--- src/rtl/servo_pkg.sv ---
// ============================================================================
// Module   : servo_pkg
// Purpose  : Shared timing defaults and FSM encoding for the servo PWM block.
// Revision : 1.0
// ============================================================================
`default_nettype none

package servo_pkg;

  localparam int unsigned c_CLK_HZ        = 100_000_000;
  localparam int unsigned c_PERIOD_CYCLES = 2_000_000;
  localparam int unsigned c_MIN_CYCLES    = 100_000;
  localparam int unsigned c_STEP_CYCLES   = 6_667;
  localparam int unsigned c_MAX_CYCLES    = 200_000;

  localparam int unsigned c_STATE_W = 2;
  typedef logic [c_STATE_W-1:0] state_t;

  localparam state_t c_IDLE = 2'd0;
  localparam state_t c_HIGH = 2'd1;
  localparam state_t c_LOW  = 2'd2;

  // Frame counter width; never below one bit.
  function automatic int unsigned cnt_width(input int unsigned period);
    return (period > 1) ? $clog2(period) : 1;
  endfunction

endpackage

`default_nettype wire

--- src/rtl/servo_width_calc.sv ---
// ============================================================================
// Module   : servo_width_calc
// Purpose  : Maps a 4-bit position to a clamped pulse width in clk cycles.
// Revision : 1.0
// ============================================================================
`default_nettype none

module servo_width_calc
  import servo_pkg::*;
#(
  parameter int unsigned PERIOD_CYCLES = c_PERIOD_CYCLES,
  parameter int unsigned MIN_CYCLES    = c_MIN_CYCLES,
  parameter int unsigned STEP_CYCLES   = c_STEP_CYCLES,
  parameter int unsigned MAX_CYCLES    = c_MAX_CYCLES,
  parameter int unsigned CNT_W         = cnt_width(PERIOD_CYCLES)
) (
  input  logic [3:0]       pos,
  output logic [CNT_W-1:0] width
);

  localparam logic [47:0] c_MIN  = 48'(MIN_CYCLES);
  localparam logic [47:0] c_STEP = 48'(STEP_CYCLES);
  localparam logic [47:0] c_MAX  = 48'(MAX_CYCLES);
  localparam logic [47:0] c_LAST = 48'(PERIOD_CYCLES) - 48'd1;

  logic [47:0] w_lim;

  // Wide arithmetic so no parameter combination can overflow before clamping.
  // A zero width is lifted to one: every frame opens with pwm high.
  always_comb begin
    w_lim = c_MIN + ({44'd0, pos} * c_STEP);
    if (w_lim > c_MAX) w_lim = c_MAX;
    if (w_lim > c_LAST) w_lim = c_LAST;
    if (w_lim == 48'd0) w_lim = 48'd1;
    width = CNT_W'(w_lim);
  end

endmodule

`default_nettype wire

--- src/rtl/servo_pwm.sv ---
// ============================================================================
// Module   : servo_pwm
// Purpose  : Hobby-servo PWM frame generator with frame-aligned position update.
// Revision : 1.0
// ============================================================================
`default_nettype none

module servo_pwm
  import servo_pkg::*;
#(
  parameter int unsigned PERIOD_CYCLES = c_PERIOD_CYCLES,
  parameter int unsigned MIN_CYCLES    = c_MIN_CYCLES,
  parameter int unsigned STEP_CYCLES   = c_STEP_CYCLES,
  parameter int unsigned MAX_CYCLES    = c_MAX_CYCLES
) (
  input  logic       clk,
  input  logic       rst_n,
  input  logic       run,
  input  logic [3:0] pos,
  output logic       pwm,
  output logic       frame_tick,
  output logic [3:0] pos_active,
  output logic       busy
);

  localparam int unsigned        c_CNT_W = cnt_width(PERIOD_CYCLES);
  localparam logic [c_CNT_W-1:0] c_LAST  = c_CNT_W'(PERIOD_CYCLES - 1);

  state_t             r_state;
  state_t             w_state_nxt;
  logic [c_CNT_W-1:0] r_cnt;
  logic [c_CNT_W-1:0] r_width;
  logic [c_CNT_W-1:0] w_width;
  logic [c_CNT_W-1:0] w_cnt_inc;
  logic [c_CNT_W-1:0] w_cnt_nxt;
  logic               w_pulse_end;
  logic               w_frame_end;
  logic               w_start;
  logic               w_pwm_nxt;
  logic               w_busy_nxt;
  logic               r_pwm;
  logic               r_tick;
  logic               r_busy;
  logic [3:0]         r_pos_active;

  servo_width_calc #(
    .PERIOD_CYCLES (PERIOD_CYCLES),
    .MIN_CYCLES    (MIN_CYCLES),
    .STEP_CYCLES   (STEP_CYCLES),
    .MAX_CYCLES    (MAX_CYCLES),
    .CNT_W         (c_CNT_W)
  ) u_width_calc (
    .pos   (pos),
    .width (w_width)
  );

  assign w_cnt_inc   = r_cnt + c_CNT_W'(1);
  assign w_pulse_end = (w_cnt_inc == r_width);
  assign w_frame_end = (r_cnt == c_LAST);

  // Position and width are captured only at frame start, so mid-frame pos
  // changes cannot reshape a pulse already in flight.
  always_ff @(posedge clk) begin
    if (!rst_n) begin
      r_state      <= c_IDLE;
      r_cnt        <= '0;
      r_width      <= c_CNT_W'(1);
      r_pwm        <= 1'b0;
      r_tick       <= 1'b0;
      r_busy       <= 1'b0;
      r_pos_active <= 4'd0;
    end else begin
      r_state <= w_state_nxt;
      r_cnt   <= w_cnt_nxt;
      r_pwm   <= w_pwm_nxt;
      r_tick  <= w_start;
      r_busy  <= w_busy_nxt;
      if (w_start) begin
        r_pos_active <= pos;
        r_width      <= w_width;
      end
    end
  end

  always_comb begin
    w_state_nxt = r_state;
    case (r_state)
      c_IDLE:  if (run) w_state_nxt = c_HIGH;
      c_HIGH:  if (w_pulse_end) w_state_nxt = c_LOW;
      c_LOW:   if (w_frame_end) w_state_nxt = run ? c_HIGH : c_IDLE;
      default: w_state_nxt = c_IDLE;
    endcase
  end

  always_comb begin
    w_start    = (w_state_nxt == c_HIGH) && (r_state != c_HIGH);
    w_cnt_nxt  = (w_start || (w_state_nxt == c_IDLE)) ? '0 : w_cnt_inc;
    w_pwm_nxt  = (w_state_nxt == c_HIGH);
    w_busy_nxt = (w_state_nxt != c_IDLE);
  end

  assign pwm        = r_pwm;
  assign frame_tick = r_tick;
  assign busy       = r_busy;
  assign pos_active = r_pos_active;

endmodule

`default_nettype wire

--- config.mk ---
export PLATFORM = sky130hd
export DESIGN_NAME = servo_pwm
export DESIGN_NICKNAME = d
export VERILOG_FILES = /design/src/rtl/servo_pkg.sv /design/src/rtl/servo_width_calc.sv /design/src/rtl/servo_pwm.sv
export SDC_FILE = /design/constraint.sdc
export NUM_CORES = 1
export LEC_CHECK = 0
export ABC_CLOCK_PERIOD_IN_PS = 4340
export BUFFER_PORTS_ARGS = -buffer_cell sky130_fd_sc_hd__buf_2
export CORE_MARGIN = 5
export CORE_UTILIZATION = 44
export DETAILED_ROUTE_END_ITERATION = 6
export HOLD_SLACK_MARGIN = 0.05
export SYNTH_ARGS = -nofsm -noshare
export SYNTH_HDL_FRONTEND = slang
export SYNTH_SLANG_ARGS = --single-unit
--- constraint.sdc ---
create_clock -name clk -period 4.34 [get_ports clk]
set_input_delay 0.868 -clock clk [delete_from_list [all_inputs] [get_ports clk]]
set_output_delay 0.868 -clock clk [all_outputs]
set_load 0.02 [all_outputs]
* Word-level counts from Yosys, hierarchy flattened
Cells that the tools add are included.
** Cells by class
- $add $sub $neg :: 2
- Multipliers :: 1
- Div/mod/pow operators :: 0
- Order comparisons :: 2
- Equal/unequal tests :: 6
- Shifts and indexed selects :: 0
- Mux-type cells :: 8
- Bitwise logic cells :: 1
- Reduce and logical (&&, ||, !) cells :: 7
** Operator list (number)
- 2-to-1 mux 48 bit :: 2
- > comparator 48 x 18 -> 1 bit (second input constant) :: 1
- > comparator 48 x 21 -> 1 bit (second input constant) :: 1
- logical NOT 48 bit :: 1
- adder 21 x 1 -> 21 bit (second input constant) :: 1
- == test 21 bit :: 1
- == test 21 bit (second input constant) :: 1
- 2-to-1 mux 21 bit :: 1
- adder 17 x 17 -> 18 bit (first input constant) :: 1
- multiplier 4 x 13 -> 17 bit (second input constant) :: 1
- 2-to-1 mux 2 bit :: 3
- case mux 2 bit (3 select lines) :: 1
- == test 2 x 1 -> 1 bit (second input constant) :: 2
- logical NOT 2 bit :: 2
- == test 2 bit (second input constant) :: 1
- != test 2 x 1 -> 1 bit (second input constant) :: 1
- nonzero test 2 bit :: 1
- OR reduction 2 bit :: 1
- logical AND 1 bit :: 1
- logical OR 1 bit :: 1
- 2-to-1 mux 1 bit :: 1
- NOT 1 bit :: 1
** Word-level totals
- Register bits :: 51
- Bits in latches :: 0
- Bits in writable memories :: 0
- Bits in read-only memories :: 0
- Input port bits :: 7
- Output and inout bits :: 7
- Memories :: 0

* Depth between registers and ports, before layout
Gate-level depths: netlist of the first run.
- Word-level depth :: 8
- Depth in mapped cells :: 14

* Cells and area by module
From an unflattened synthesis of the first run, not the netlist that was laid out.
** Second synthesis, totals
- Cells, all modules :: 468
- Area total of the unflattened synthesis :: 3834.9 µm²
** By module, submodules not included
- servo_pwm :: instances 1, cells an instance 304, area each 2537.4 µm²
- servo_width_calc :: instances 1, cells an instance 164, area each 1297.5 µm²

* Worst setup path before layout of the first run
OpenSTA, ideal clock, no wires.
- Path type :: input -> register
- From :: input pos[2]
- To :: register r_width[12]
- Library setup time :: 0.135 ns
- Arrival :: 3.970 ns
- Data required time :: 4.205 ns
- Path slack :: 0.235 ns
- Cell stages on the path :: 13
- Path buffers :: 0
- Cells stage by stage :: inv_1 -> ha_1 -> fa_1 -> inv_1 -> ha_1 -> ha_1 -> a211o_1 -> a22o_1 -> a211oi_1 -> xor2_1 -> or3_1 -> o31ai_2 -> o31ai_1
** On the way
- Longest elaborated chain between the ends :: 8
** Ends and longest elaborated chain
- start, declared :: RTL line servo_pwm.sv:19 : input logic [3:0] pos,
- multiplier 4 x 13 -> 17 bit * :: RTL line servo_width_calc.sv:31 : w_lim = c_MIN + ({44'd0, pos} * c_STEP);
- adder 17 x 17 -> 18 bit * :: RTL line servo_width_calc.sv:31
- > comparator 48 x 18 -> 1 bit :: RTL line servo_width_calc.sv:32 : if (w_lim > c_MAX) w_lim = c_MAX;
- 2-to-1 mux 48 bit * :: RTL line servo_width_calc.sv:32
- > comparator 48 x 21 -> 1 bit :: RTL line servo_width_calc.sv:33 : if (w_lim > c_LAST) w_lim = c_LAST;
- 2-to-1 mux 48 bit * :: RTL line servo_width_calc.sv:33
- logical NOT 48 bit :: RTL line servo_width_calc.sv:34 : if (w_lim == 48'd0) w_lim = 48'd1;
- 2-to-1 mux 21 bit * :: RTL line servo_width_calc.sv:34
- end signal, assigned :: RTL line servo_pwm.sv:67 : r_width <= c_CNT_W'(1);
- end signal, assigned :: RTL line servo_pwm.sv:80 : r_width <= w_width;
- end, declared :: RTL line servo_pwm.sv:32 : logic [c_CNT_W-1:0] r_width;
Mark *: on every way between the ends. The rest lies on a longest branch, timed or not.
A chain may end at the register's enable or synchronous reset.

* Final worst setup path of the first run
- From :: input pos[2]
- To :: register r_width[8]
Same word-level chain as after synthesis.

==> results of run 1 <==
logic make-up after synthesis:
group | share of synthesized area
mux | 0.00904
compound gates | 0.157
buf+inv | 0.0488
flops | 0.278
simple gates | 0.246
fa+ha+maj | 0.142
xor+xnor | 0.120
sequential cells by signal, indices dropped and copies added (netlist names):
name and flops:
r_width 18, pos_active 4, r_state 2, frame_tick 1, busy 1, pwm 1, r_cnt 21
synthesized netlist by cell type, drive strengths merged, types with 3 or more instances:
cell	n	share of area
o2111ai	3	0.0076
xnor2	24	0.061
o31a	6	0.015
a31oi	4	0.0072
dfxtp	48	0.28
nand4	12	0.026
and3b	3	0.0076
xor2	18	0.046
or3	5	0.0094
o31ai	11	0.025
and4	3	0.0080
clkbuf	15	0.017
o21ai	11	0.016
nor3	5	0.0072
nor2	39	0.042
a21oi	16	0.023
nand3	25	0.039
nor4	7	0.017
inv	27	0.029
nand2b	3	0.0054
nand2	31	0.034
ha	36	0.13
nor2b	6	0.011
and3	7	0.014
layout make-up:
| type | count | share of cell area |
|---|---|---|
| Timing Repair Buffer | 26 | 0.0426 |
| Clock buffer | 7 | 0.0252 |
| Clock inverter | 1 | 0.00787 |
| Tap cell | 102 | 0.0334 |
| Multi-Input combinational cell | 318 | 0.613 |
| Inverter | 27 | 0.0265 |
| Sequential cell | 48 | 0.252 |
power by group through the flow:
| stage | Combinational [mW] | Clock [mW] | Sequential, mW |
|---|---|---|---|
| 2_1_floorplan | 0.280 | 0 | 0.509 |
| 3_3_place_gp | 0.390 | 0 | 0.507 |
| 3_5_place_dp | 0.393 | 0 | 0.509 |
| 4_1_cts | 0.396 | 0.358 | 0.498 |
| 5_1_grt | 0.440 | 0.376 | 0.503 |
| 6_report | 0.394 | 0.347 | 0.499 |
worst reg2reg max path, cell delays in order (launching register included):
cell	delay, ps
dfxtp_1	410
ha_1	290
nand4_4	170
or4_2	690
xor3_1	220
o2111ai_1	130
a2111o_1	320
or4_4	510
o31a_1	290
per-layer routing:
metal  up-vias  global-route usage
li1       1509                   -
met1      1337               0.205
met2        36               0.298
met3        13              0.0226
met4         0              0.0515
met5         -                   0
how the worst min path moves through the flow:
stage                     slack [ps]             to     startpoint  depth (start not counted)
final                            460  pos_active[0]  pos_active[0]                          2
after global routing             480  pos_active[0]  pos_active[0]                          2
after CTS                        460  pos_active[0]  pos_active[0]                          2
after detailed placement         450  pos_active[0]  pos_active[0]                          2
after global placement           440  pos_active[0]  pos_active[0]                          2
after floorplan                  440    r_width[15]    r_width[15]                          2
timing repair:
item / 4_1_cts / 5_1_grt
endpoints found under the setup margin: 0 / 2
buffers inserted: 0 / 0
gates resized for setup: 0 / 1
through the flow:
stage	power, mW	hold WS (ps)
5_1_grt	1.32	477
3_5_place_dp	0.901	446
6_report	1.24	456
2_1_floorplan	0.789	444
3_3_place_gp	0.897	443
4_1_cts	1.25	459
==> results by group, run 1 <==
Run status
  – Status: completed

STA
  – RSZ-0062 raised after global routing: false
  – Setup violators final: 0
  – Least-Margin Pin Slew: 885 ps
  – Final Slew Violations: 0
  – Setup slack after layout: 318 ps
  – Clk_skew: 12.6 ps
  – Min cycle time layout: 4020 ps
  – Max Fclk: 249 MHz
  – Slew margin rel.: 0.410
  – Fin. Hold Viols: 0
  – Setup TNS: 0 ps
  – Final period util: 0.927

Layout
  – Non-Filler Instances: 529
  – Inserted Diodes: 0
  – Register area: 961 um2
  – Post-route cell area: 3820 um2
  – Fill count: 761
  – Fin util: 0.497
  – Layout cells sized above 1: 0.119
  – Area of the multi-input gates: 2340 um2
  – Most common cell after layout, fill and taps aside: dfxtp_1
  – Most frequent cells in the layout: dfxtp_1, nor2_1, ha_1
  – Area grow syn2layout: 10.3%
  – Layout Nets: 471

Worst setup path
  – Crit end category: flip-flop
  – WP data arrival: 4200 ps
  – Critical path depth: 14
  – Startpoint Class: input port
  – Reg2Reg Setup Slack: 1220 ps
  – Crit-path leading delay family: compound AO/OA/AOI/OAI gates
  – Reg2reg end: r_state[0]
  – Setup CP Type: in2reg
  – CP Cell Sequence: buf_2 -> inv_1 -> ha_1 -> fa_1 -> inv_1 -> ha_1 -> ha_1 -> a211o_1 -> a22o_1 -> xnor2_1 -> o21ai_0 -> a311oi_1 -> nor2_2 -> o221a_2
  – Critical Path End: r_width[8]
  – R2r startpoint: r_cnt[0]
  – Critical Path RT: 4520 ps
  – Slowest stage delay, CP: 520 ps
  – Most common cell on crit path: ha_1
  – Slowest-stage cell, CP: fa_1
  – R2R depth: 8
  – Critical Path Source: pos[2]
  – WP buf/inv: 3
  – Worst Path Max Fanout: 12

Yosys
  – Ys Warns: 0
  – Top_reg_cell synth: dfxtp_1
  – Mapped Nets: 455
  – Register area share after synthesis: 0.278
  – Synthesized cell area: 3460 um2
  – Cells after synthesis: 410
  – Syn Area/Cell: 8.44 um2
  – Synth unique cells: 63
  – Number of synthesized flops with an enable pin: 0
  – Asr flop ratio synth: 0
  – Register bit count reported by yosys: 48

Power
  – Int Pwr: 840 uW
  – Sw frac: 0.322
  – Peak VDD IR: 0.000170 V
  – Sequential group share of total power: 0.402
  – PwrDens: 325 nW/um2
  – Clock share of power: 0.280
  – Sw Pwr: 399 uW
  – Comb power frac: 0.318
  – Pleak: 1.57 nW

Clocking
  – Clk_lat worst skew: 300 ps
  – Hold_buf cts: 0
  – CTS tree: done
  – Clock Path Buffers: 2
  – CTS buffer count: 5
  – CTS sink cnt: 48
  – CTS HTree Levels: 2
  – Clk slew on worst S/H paths: 80 ps
  – Root Buffer: clkbuf_8

Route
  – Final ANT Viol Nets: 0
  – Met3 WL: 155 um
  – DR vias: 2895
  – DR top layer: met4
  – Detailed-route wire length: 7960 um
  – Detailed Routing Iterations Pass 1: 4
  – Wirelength per Cell: 15.1 um
  – Met1 WL: 3740 um
  – Drt via density: 5.47
  – Met2 WL post-DR: 3930 um
  – Initial drt markers: 78
  – DRC violations left: 0

Die
  – Initial core utilization: 0.450
  – Row cnt: 32
  – Die X: 98.7 um
  – Die height: 98.7 um
  – Die area: 9740 um2
  – Core ar.: 7690 um2
  – IO Pins: 14

Global routing
  – Total track usage: 0.166
  – Antenna violations before repair: 0
  – Congestion Overflow GR: 0
  – First-pass GRT wire length: 13400 um
  – Vias in the first global route: 2893
  – Pin count of the biggest net entering global routing: 24

Place
  – Gp weighted congestion: 0.903
  – Port Buffers: 13
  – Cells after DPL: 521
  – DP Area: 3690 um2
  – Hpwl dp: 6400 um
  – Dpl ws: -148 ps

Job
  – Number of max-cap violations: 0

Min path
  – Hold Crit Class: reg2reg
Note: power is estimated with default switching activity, not from simulation.
==> run 2, diff against run 1 <==
--- a/config.mk
+++ b/config.mk
@@ -11,6 +11,7 @@
 export CORE_UTILIZATION = 44
 export DETAILED_ROUTE_END_ITERATION = 6
 export HOLD_SLACK_MARGIN = 0.05
+export RECOVER_POWER = 25
 export SYNTH_ARGS = -nofsm -noshare
 export SYNTH_HDL_FRONTEND = slang
 export SYNTH_SLANG_ARGS = --single-unit
==> results by group, run 2 (same netlist as run 1, synthesis figures left out) <==
Route
  – DR vias: 2876 (-0.66%)
  – Initial drt markers: 116 (+49%)
  – Final ANT Viol Nets: 0 (unchanged)
  – DRC violations left: 0 (unchanged)
  – Drt via density: 5.44 (-0.66%)
  – Detailed-route wire length: 7940 um (-0.29%)
  – Detailed Routing Iterations Pass 1: 4 (unchanged)
  – Wirelength per Cell: 15.0 um (-0.29%)

Layout
  – Most frequent cells in the layout: dfxtp_1, nor2_1, ha_1
  – Largest Register: r_cnt
  – Most common cell after layout, fill and taps aside: dfxtp_1
  – Max reg flops: 21 (unchanged)
  – Layout cells sized above 1: 0.101 (-0.0187)
  – Inserted Diodes: 0 (unchanged)
  – Layout Nets: 471 (unchanged)
  – Post-route cell area: 3800 um2 (-0.33%)
  – Area grow syn2layout: 9.90%
  – Non-Filler Instances: 529 (unchanged)

Global routing
  – Antenna violations before repair: 0 (unchanged)
  – Met2 Track Usage GR: 0.298 (unchanged)
  – First-pass GRT wire length: 13400 um (unchanged)
  – GRT Max-Usage Layer: met2
  – Congestion Overflow GR: 0 (unchanged)
  – M1 GR Usage: 0.205 (unchanged)
  – Pin count of the biggest net entering global routing: 24 (unchanged)
  – Vias in the first global route: 2893 (unchanged)
  – Met3 Use GR: 0.0226 (unchanged)
  – Total track usage: 0.166 (unchanged)

Worst setup path
  – WP data arrival: 4210 ps (about the same)
  – Worst Path Max Fanout: 12 (unchanged)
  – R2r startpoint: r_cnt[0]
  – Critical Path RT: 4520 ps (about the same)
  – Crit end category: flip-flop
  – Startpoint Class: input port
  – Reg2Reg Setup Slack: 1220 ps (about the same)
  – Reg2reg end: r_state[0]
  – R2R depth: 8 (unchanged)
  – Setup CP Type: in2reg

Place
  – Gp weighted congestion: 0.903 (unchanged)
  – DP Area: 3690 um2 (unchanged)
  – Port Buffers: 13 (unchanged)
  – Hpwl dp: 6400 um (unchanged)
  – Cells after DPL: 521 (unchanged)

Clocking
  – CTS HTree Levels: 2 (unchanged)
  – CTS tree: done
  – Clock Path Buffers: 2 (unchanged)
  – CTS sink cnt: 48 (unchanged)
  – Clk slew on worst S/H paths: 80 ps (about the same)
  – Setup bufs post-CTS: 0 (unchanged)
  – CTS buffer count: 5 (unchanged)
  – Clk_lat worst skew: 300 ps (about the same)
  – Root Buffer: clkbuf_8
  – Hold_buf cts: 0 (unchanged)

Power
  – Clock share of power: 0.280 (about the same)
  – Int Pwr: 837 uW (-0.33%)
  – Peak VDD IR: 0.000170 V (+0.31%)
  – Pleak: 1.54 nW (-1.9%)
  – Sequential group share of total power: 0.403 (about the same)
  – Sw Pwr: 399 uW (about the same)
  – PwrDens: 325 nW/um2 (+0.11%)
  – Sw frac: 0.323 (+0.000761)
  – Comb power frac: 0.316 (-0.002)

Min path
  – Worst Hold Launch: pos_active[0]
  – Hold Crit Class: reg2reg
  – Hold EP: pos_active[0]
  – Hold Path Depth: 2 (unchanged)

Die
  – Die area: 9740 um2 (unchanged)
  – Core ar.: 7690 um2 (unchanged)
  – Die X: 98.7 um (unchanged)
  – Initial core utilization: 0.450 (unchanged)
  – Die height: 98.7 um (unchanged)
  – Row cnt: 32 (unchanged)
  – IO Pins: 14 (unchanged)

STA
  – RSZ-0062 raised after global routing: false
  – Least-Margin Pin Slew: 995 ps (+110 ps)
  – Fin. Hold Viols: 0 (unchanged)
  – Max Fclk: 248 MHz (about the same)
  – Final period util: 0.927 (about the same)
  – Clk_skew: 11.5 ps (-1.09 ps)
  – Final Slew Violations: 0 (unchanged)
  – Min cycle time layout: 4020 ps (+2.10 ps)
  – Slew margin rel.: 0.337 (-0.0731)
  – Setup violators final: 0 (unchanged)

Run status
  – Status: completed

Job
  – Number of max-cap violations: 0 (unchanged)
==> run 2: layout make-up <==
class                   count  area, um2
fillers                   764       3880
multi-input cells         318       2340
flip-flops and latches     48        961
repair buffers             26        150
well taps                 102        128
inverters                  27        101
clock buffers               7       96.3
clock inverters             1       30.0
==> run 2: worst max-delay path by stage <==
stage,cells past startpoint,to,slack (ps),start
2_1_floorplan,13,r_width[12],240,pos[2]
3_5_place_dp,14,r_width[8],-150,pos[2]
3_3_place_gp,14,r_width[8],1,pos[2]
6_report,14,r_width[8],320,pos[2]
4_1_cts,14,r_width[8],170,pos[2]
5_1_grt,14,r_width[4],50,pos[2]
==> run 2: per-stage QoR <==
stage	setup TNS [ps]	setup WS [ps]	utilization	hold WS (ps)	power, mW
after floorplan	0	235	-	444	0.789
after global placement	0	1.07	0.480	443	0.897
after detailed placement	-662	-148	0.480	446	0.901
after CTS	0	167	0.496	459	1.25
after global routing	0	52.0	0.495	480	1.32
final	0	316	0.495	458	1.24
==> run 2: worst max-delay path: stages <==
cell	delay (ps)
buf_2	80
inv_1	50
ha_1	340
fa_1	520
inv_1	40
ha_1	200
ha_1	210
a211o_1	360
a22o_1	230
xnor2_1	290
o21ai_0	190
a311oi_1	370
nor2_2	190
o221a_2	280
==> run 2: what timing repair did <==
item	4_1_cts	5_1_grt
gates resized for setup	0	1
setup endpoints to repair	0	2
endpoints found under the hold margin	0	0
==> run 2: routing by layer <==
layer	vias to the layer above	share of wire
met2	30	0.49
met3	12	0.016
li1	1508	-
met5	-	0
met4	0	0.017
met1	1326	0.47
==> run 2: power groups by stage <==
stage	clock (mW)	combinational, mW	sequential, mW
6_report	0.347	0.391	0.499
4_1_cts	0.358	0.396	0.498
3_3_place_gp	0	0.390	0.507
5_1_grt	0.376	0.437	0.503
2_1_floorplan	0	0.280	0.509
3_5_place_dp	0	0.393	0.509
